### config.mk
export PLATFORM = sky130hd
export DESIGN_NAME = microwave_controller_flat
export DESIGN_NICKNAME = d
export VERILOG_FILES = /design/src/rtl/microwave_controller_if.sv /design/src/rtl/microwave_controller.sv /design/src/flat_wrapper.sv
export SDC_FILE = /design/constraint.sdc
export NUM_CORES = 1
export LEC_CHECK = 0
export CAP_MARGIN = 15
export CORE_MARGIN = 2
export CORE_UTILIZATION = 40
export CTS_BUF_LIST = sky130_fd_sc_hd__clkbuf_16
export CTS_CLUSTER_SIZE = 40
export DETAILED_ROUTE_END_ITERATION = 8
export PLACE_DENSITY = 0.75
export SETUP_SLACK_MARGIN = 0.1
export SYNTH_ARGS = -nofsm -noshare
export SYNTH_HDL_FRONTEND = slang
export SYNTH_SLANG_ARGS = --single-unit
### constraint.sdc
create_clock -name CLK -period 2.5 [get_ports CLK]
set_clock_uncertainty 0.1 [all_clocks]
set_input_delay 0.375 -clock CLK [delete_from_list [all_inputs] [get_ports CLK]]
set_output_delay 0.375 -clock CLK [all_outputs]
set_load 0.02 [all_outputs]
### src/rtl/microwave_controller_if.sv
// Keypad, button, door and timer-stage signals shared between the microwave controller and its environment.
// The controller takes the slave side; the environment (panel plus timer stage) takes the master side.
interface microwave_controller_if;
   logic       key_valid;
   logic [3:0] key_code;
   logic       start;
   logic       stop;
   logic       door_closed;
   logic       timer_done;
   logic [3:0] timer_digit;
   logic       digit_strobe;
   logic       timer_loadn;
   logic       timer_enable;
   logic       timer_clearn;
   logic       mag_on;
   logic [2:0] state_out;

   modport master (
      output key_valid, key_code, start, stop, door_closed, timer_done,
      input  timer_digit, digit_strobe, timer_loadn, timer_enable, timer_clearn,
             mag_on, state_out
   );

   modport slave (
      input  key_valid, key_code, start, stop, door_closed, timer_done,
      output timer_digit, digit_strobe, timer_loadn, timer_enable, timer_clearn,
             mag_on, state_out
   );
endinterface

### src/rtl/microwave_controller.sv
// Microwave control FSM: keypad digit entry, cook/pause/done sequencing, and door interlock.
// Defining BEEP_EN adds a beep output that stays high for BEEP_CYCLES cycles on entry to DONE.
module microwave_controller #(
   parameter int BEEP_CYCLES = 8,
   parameter int MAX_DIGITS  = 3
) (
   input logic CLK,
   input logic clear,
   microwave_controller_if.slave bus
`ifdef BEEP_EN
   ,
   output logic beep
`endif
);
   localparam int CW = $clog2(MAX_DIGITS + 1);

   typedef enum logic [2:0] {
      IDLE  = 3'd0,
      ENTRY = 3'd1,
      COOK  = 3'd2,
      PAUSE = 3'd3,
      DONE  = 3'd4
   } state_t;

   state_t        state, nxt;
   logic          start_q, stop_q, start_rise, stop_rise;
   logic          is_digit, key_ok, key_acc, to_idle;
   logic [CW-1:0] digit_count;
   logic [3:0]    digit_q;
   logic          strobe_q, clearn_q;

   assign start_rise = bus.start & ~start_q;
   assign stop_rise  = bus.stop & ~stop_q;
   assign is_digit   = bus.key_valid && (bus.key_code <= 4'd9);
   assign key_ok     = is_digit && ((state == IDLE) || (state == ENTRY)) &&
                       (digit_count < CW'(MAX_DIGITS));

   // Priority is timer_done > stop > start > key; a key only counts when nothing else moves ENTRY.
   always_comb begin
      nxt     = state;
      key_acc = 1'b0;
      case (state)
         IDLE: begin
            if (key_ok) begin
               nxt     = ENTRY;
               key_acc = 1'b1;
            end
         end
         ENTRY: begin
            if (stop_rise)                          nxt = IDLE;
            else if (start_rise && bus.door_closed) nxt = COOK;
            else                                    key_acc = key_ok;
         end
         COOK: begin
            if (bus.timer_done)                      nxt = DONE;
            else if (stop_rise || !bus.door_closed)  nxt = PAUSE;
         end
         PAUSE: begin
            if (stop_rise)                          nxt = IDLE;
            else if (start_rise && bus.door_closed) nxt = COOK;
         end
         DONE: begin
            if (stop_rise || is_digit || !bus.door_closed) nxt = IDLE;
         end
         default: nxt = IDLE;
      endcase
   end

   assign to_idle = (state != IDLE) && (nxt == IDLE);

   always_ff @(posedge CLK) begin
      if (clear) begin
         state       <= IDLE;
         start_q     <= 1'b0;
         stop_q      <= 1'b0;
         digit_count <= '0;
         digit_q     <= 4'd0;
         strobe_q    <= 1'b0;
         clearn_q    <= 1'b0;
      end else begin
         state    <= nxt;
         start_q  <= bus.start;
         stop_q   <= bus.stop;
         strobe_q <= key_acc;
         clearn_q <= ~to_idle;
         if (key_acc) digit_q <= bus.key_code;
         // key_ok already bounds the count, so it saturates at MAX_DIGITS.
         if (to_idle)      digit_count <= '0;
         else if (key_acc) digit_count <= digit_count + CW'(1);
      end
   end

   assign bus.timer_digit  = digit_q;
   assign bus.digit_strobe = strobe_q;
   assign bus.timer_clearn = clearn_q;
   assign bus.timer_loadn  = !((state == IDLE) || (state == ENTRY));
   assign bus.timer_enable = (state == COOK);
   assign bus.mag_on       = (state == COOK);
   assign bus.state_out    = state;

`ifdef BEEP_EN
   localparam int BW = $clog2(BEEP_CYCLES + 1);
   logic [BW-1:0] beep_cnt;

   always_ff @(posedge CLK) begin
      if (clear)                                beep_cnt <= '0;
      else if ((nxt == DONE) && (state != DONE)) beep_cnt <= BW'(BEEP_CYCLES);
      else if (nxt != DONE)                     beep_cnt <= '0;
      else if (beep_cnt != '0)                  beep_cnt <= beep_cnt - BW'(1);
   end

   assign beep = (state == DONE) && (beep_cnt != '0);
`endif
endmodule

### src/flat_wrapper.sv
// flat-port wrapper written by rule: the top's interface ports become plain ports
module microwave_controller_flat 
#(
   parameter int BEEP_CYCLES = 8,
   parameter int MAX_DIGITS  = 3
)
  (CLK, clear, bus_key_valid, bus_key_code, bus_start, bus_stop, bus_door_closed, bus_timer_done, bus_timer_digit, bus_digit_strobe, bus_timer_loadn, bus_timer_enable, bus_timer_clearn, bus_mag_on, bus_state_out);
  microwave_controller_if bus_i ();
  input logic CLK;
  input logic clear;
  input wire logic [$bits(bus_i.key_valid)-1:0] bus_key_valid;
  input wire logic [$bits(bus_i.key_code)-1:0] bus_key_code;
  input wire logic [$bits(bus_i.start)-1:0] bus_start;
  input wire logic [$bits(bus_i.stop)-1:0] bus_stop;
  input wire logic [$bits(bus_i.door_closed)-1:0] bus_door_closed;
  input wire logic [$bits(bus_i.timer_done)-1:0] bus_timer_done;
  output wire logic [$bits(bus_i.timer_digit)-1:0] bus_timer_digit;
  output wire logic [$bits(bus_i.digit_strobe)-1:0] bus_digit_strobe;
  output wire logic [$bits(bus_i.timer_loadn)-1:0] bus_timer_loadn;
  output wire logic [$bits(bus_i.timer_enable)-1:0] bus_timer_enable;
  output wire logic [$bits(bus_i.timer_clearn)-1:0] bus_timer_clearn;
  output wire logic [$bits(bus_i.mag_on)-1:0] bus_mag_on;
  output wire logic [$bits(bus_i.state_out)-1:0] bus_state_out;
  assign bus_i.key_valid = bus_key_valid;
  assign bus_i.key_code = bus_key_code;
  assign bus_i.start = bus_start;
  assign bus_i.stop = bus_stop;
  assign bus_i.door_closed = bus_door_closed;
  assign bus_i.timer_done = bus_timer_done;
  assign bus_timer_digit = bus_i.timer_digit;
  assign bus_digit_strobe = bus_i.digit_strobe;
  assign bus_timer_loadn = bus_i.timer_loadn;
  assign bus_timer_enable = bus_i.timer_enable;
  assign bus_timer_clearn = bus_i.timer_clearn;
  assign bus_mag_on = bus_i.mag_on;
  assign bus_state_out = bus_i.state_out;
  microwave_controller #(.BEEP_CYCLES(BEEP_CYCLES), .MAX_DIGITS(MAX_DIGITS)) u_core (.CLK(CLK), .clear(clear), .bus(bus_i));
endmodule
==> key figures, run 1 <==
Timing
  – Pins Over Slew Limit: 0
  – RSZ-0062 raised after global routing: no
  – Hold Violations, Final: 0
  – F_max: 458 MHz
  – Setup tns final: 0 ns
  – Least-Margin Pin Slew: around 0.53 ns
  – Hold_ws: 0.379 ns
  – Tcrit/Tclk final: 0.873
  – Rel. slew slack: 0.646
  – Final setup violation count: 0
  – Final min period: 2.18 ns

Route
  – Iteration-0 DRC Markers: 5
  – DR WL/cell: 12.7 um
  – DR vias: 563
  – Total wire length: between 1000 and 1500 um
  – DRC errors left: 0
  – Via/cell ratio: ~5.4
  – ANT nets after route: 0
  – Pre-antenna DRT Iters: 4

Run status
  – Outcome: complete, no violations

Power and ir drop
  – Switching share of total power: 0.213
  – Leakage power: 0.340 nW
  – Int Power: 0.473 mW
  – P per Cell Area: 666 nW/um2
  – Worst VDD drop: ~380 uV
  – Clk pwr share: 0.484
  – Net switching power: 0.128 mW
  – Combinational share of power: 0.139
  – Sequential Power Share: 0.377

CTS
  – Clock sink count: 13
  – TritonCTS clock tree: built
  – Post-cts hold buffer count: 0
  – Clk buf depth: 2
  – Cts bufs inserted: 3
  – Htree depth: 1
  – Clk Latency, worst-skew pair: 0.24 ns
  – Root buffer cell: clkbuf_16
  – Reg clk slew, reported paths: 0.04 ns
  – Resized Gates After CTS: 0
  – Post-CTS Setup Bufs: 0

Cells and area
  – Layout net count: slightly above 100
  – Share of layout cells above drive strength 1: 0.100
  – Post-route cell area: 903 um2
  – Final std cells w/o fill: 105
  – Area grow syn2layout: 54.3%
  – Diodes inserted: 0
  – Final Util: 0.677
  – Multi-input logic area: 310 um2
  – Fillers: 110
  – FF/Latch Area: 260 um2

Setup path
  – Worst Setup Start Kind: flop
  – FF-to-FF setup slack: 0.72 ns
  – CP Max Fanout: 7
  – Worst EP arrival: 1.71 ns
  – Worst Path Class, Setup: flop to output port
  – Crit path capture type: output port
  – Critical path data required time: 2.03 ns

Placement
  – Port buffer count: 22
  – GP Congestion: 0.806
  – Placed Cells incl. Taps: 101
  – Cell Area, Placed: 825 um2

Logic synthesis
  – Ys Warns: 0
  – Post-synthesis register bit count: 13
  – Mapped Cells: 64
  – Netlist cell types: 23
  – Post-synthesis sequential area ratio: 0.444
  – Post-Syn Nets: 76
  – Syn Area/Cell: a little over 9 um2
  – Mapped Area: roughly 590 um2

Global route
  – GRT Overall Usage: 0.163
  – Vias in the first global route: approximately 520
  – Total gr overflow: 0
  – Initial antenna violation count: 0
  – First-pass GRT wire length: 2190 um
  – Largest net degree at the start of global routing: 10

Floorplanning
  – Initial Util: 0.439
  – Floorplan Core Area: 1330 um2
  – Chip width: 42.3 um
  – DIE HEIGHT: around 42 um
  – Die ar.: 1790 um2
  – Num rows: 13
  – # IOs: 23

Run
  – Max Cap Viol: 0

Hold path
  – Worst Hold Class: flop to flop
## cells in the mapped netlist
cell type / n / area (um2)
o21ai_2: 1 / 8.76
or2_2: 1 / 6.26
o21ai_0: 9 / 45.0
a2111oi_4: 1 / 27.5
o21bai_2: 1 / 11.3
o22ai_1: 1 / 6.26
o21a_1: 1 / 7.51
and3_1: 1 / 6.26
ha_1: 1 / 12.5
nor3_1: 2 / 10.0
o21ba_2: 1 / 10.0
and3b_1: 1 / 8.76
or3_1: 1 / 6.26
buf_4: 1 / 7.51
nor2b_1: 4 / 25.0
nor2_1: 2 / 7.51
dfxtp_1: 13 / 260
a21oi_1: 9 / 45.0
nand3_1: 6 / 30.0
nor3b_1: 2 / 15.0
nand2b_1: 2 / 12.5
or3b_1: 1 / 8.76
inv_1: 2 / 7.51
## kinds of logic after synthesis
kind of cell | share of synthesized area
and+or+nand+nor | 0.233
AOI/OAI and AO/OA | 0.276
buffers and inverters | 0.0257
DFF | 0.444
adders and majority gates | 0.0214
## layout make-up
class,instances,area share
Inverter,2,0.00831
Tap cell,15,0.0208
Clock buffer,3,0.0831
Sequential cell,13,0.288
Multi-Input combinational cell,48,0.343
Clock inverter,1,0.00416
Timing Repair Buffer,23,0.252
## flip-flops by register name, summed over array words and instances (netlist names)
name / count
u_core.bus.state_out: 3
u_core.digit_count: 2
u_core.start_q: 1
u_core.bus.timer_clearn: 1
u_core.stop_q: 1
u_core.bus.timer_digit: 4
u_core.bus.digit_strobe: 1
## power by group through the flow
| stage | clock network [mW] | registers [mW] | logic (mW) |
|---|---|---|---|
| CTS | 0.298 | 0.226 | 0.0842 |
| finish | 0.291 | 0.226 | 0.0838 |
| floorplan | 0 | 0.238 | 0.0320 |
| global placement | 0 | 0.230 | 0.0819 |
| detailed placement | 0 | 0.230 | 0.0835 |
| global route | 0.307 | 0.228 | 0.0909 |
## cell usage in the layout, fill, tap and decap left out, types with 2 or more instances in the layout
master,instances
nor2b_1,4
clkdlybuf4s50_1,22
dfxtp_1,13
nor3b_1,2
nand2b_1,2
nor2_1,2
nand3_1,6
a21oi_1,9
clkbuf_16,3
inv_1,3
nor3_1,2
o21ai_0,9
## worst max-delay path: stages, from the launching register on
cell	delay, ns
dfxtp_1	0.40
nor3b_1	0.38
clkdlybuf4s50_1	0.69
## path summary, 6_finish.rpt
| check | depth (start not counted) | start | end |
|---|---|---|---|
| worst min-delay path | 2 | u_core.digit_count[1]$_SDFFE_PP0P_ | u_core.digit_count[1]$_SDFFE_PP0P_ |
| worst min register to register | 2 | u_core.digit_count[1]$_SDFFE_PP0P_ | u_core.digit_count[1]$_SDFFE_PP0P_ |
| worst max register to register | 5 | u_core.digit_count[0]$_SDFFE_PP0P_ | u_core.digit_count[0]$_SDFFE_PP0P_ |
| worst max-delay path | 2 | u_core.bus.state_out[1]$_SDFF_PP0_ | bus_timer_enable |
## per-stage QoR
step / power [mW] / setup WS [ns]
after global placement: 0.312 / 0.511
after CTS: 0.608 / 0.296
after global routing: 0.626 / 0.159
after detailed placement: 0.313 / 0.462
final: 0.601 / 0.318
after floorplan: 0.270 / 0.547
## per-layer routing
layer,vias to the layer above,GRT usage,routed length (um)
met2,14,0.286,648
met3,2,0.0776,73
met4,0,0.0375,14
met5,-,0,0
li1,285,-,-
met1,262,0.175,600
(Power assumes the default switching activity.)
==> run 2, diff against run 1 <==
--- a/config.mk
+++ b/config.mk
@@ -13,6 +13,7 @@
 export DETAILED_ROUTE_END_ITERATION = 8
 export PLACE_DENSITY = 0.75
 export SETUP_SLACK_MARGIN = 0.1
+export SLEW_MARGIN = 10
 export SYNTH_ARGS = -nofsm -noshare
 export SYNTH_HDL_FRONTEND = slang
 export SYNTH_SLANG_ARGS = --single-unit
==> results of run 2 <==
Final layout, timing and power as in run 1 (identical DEF).
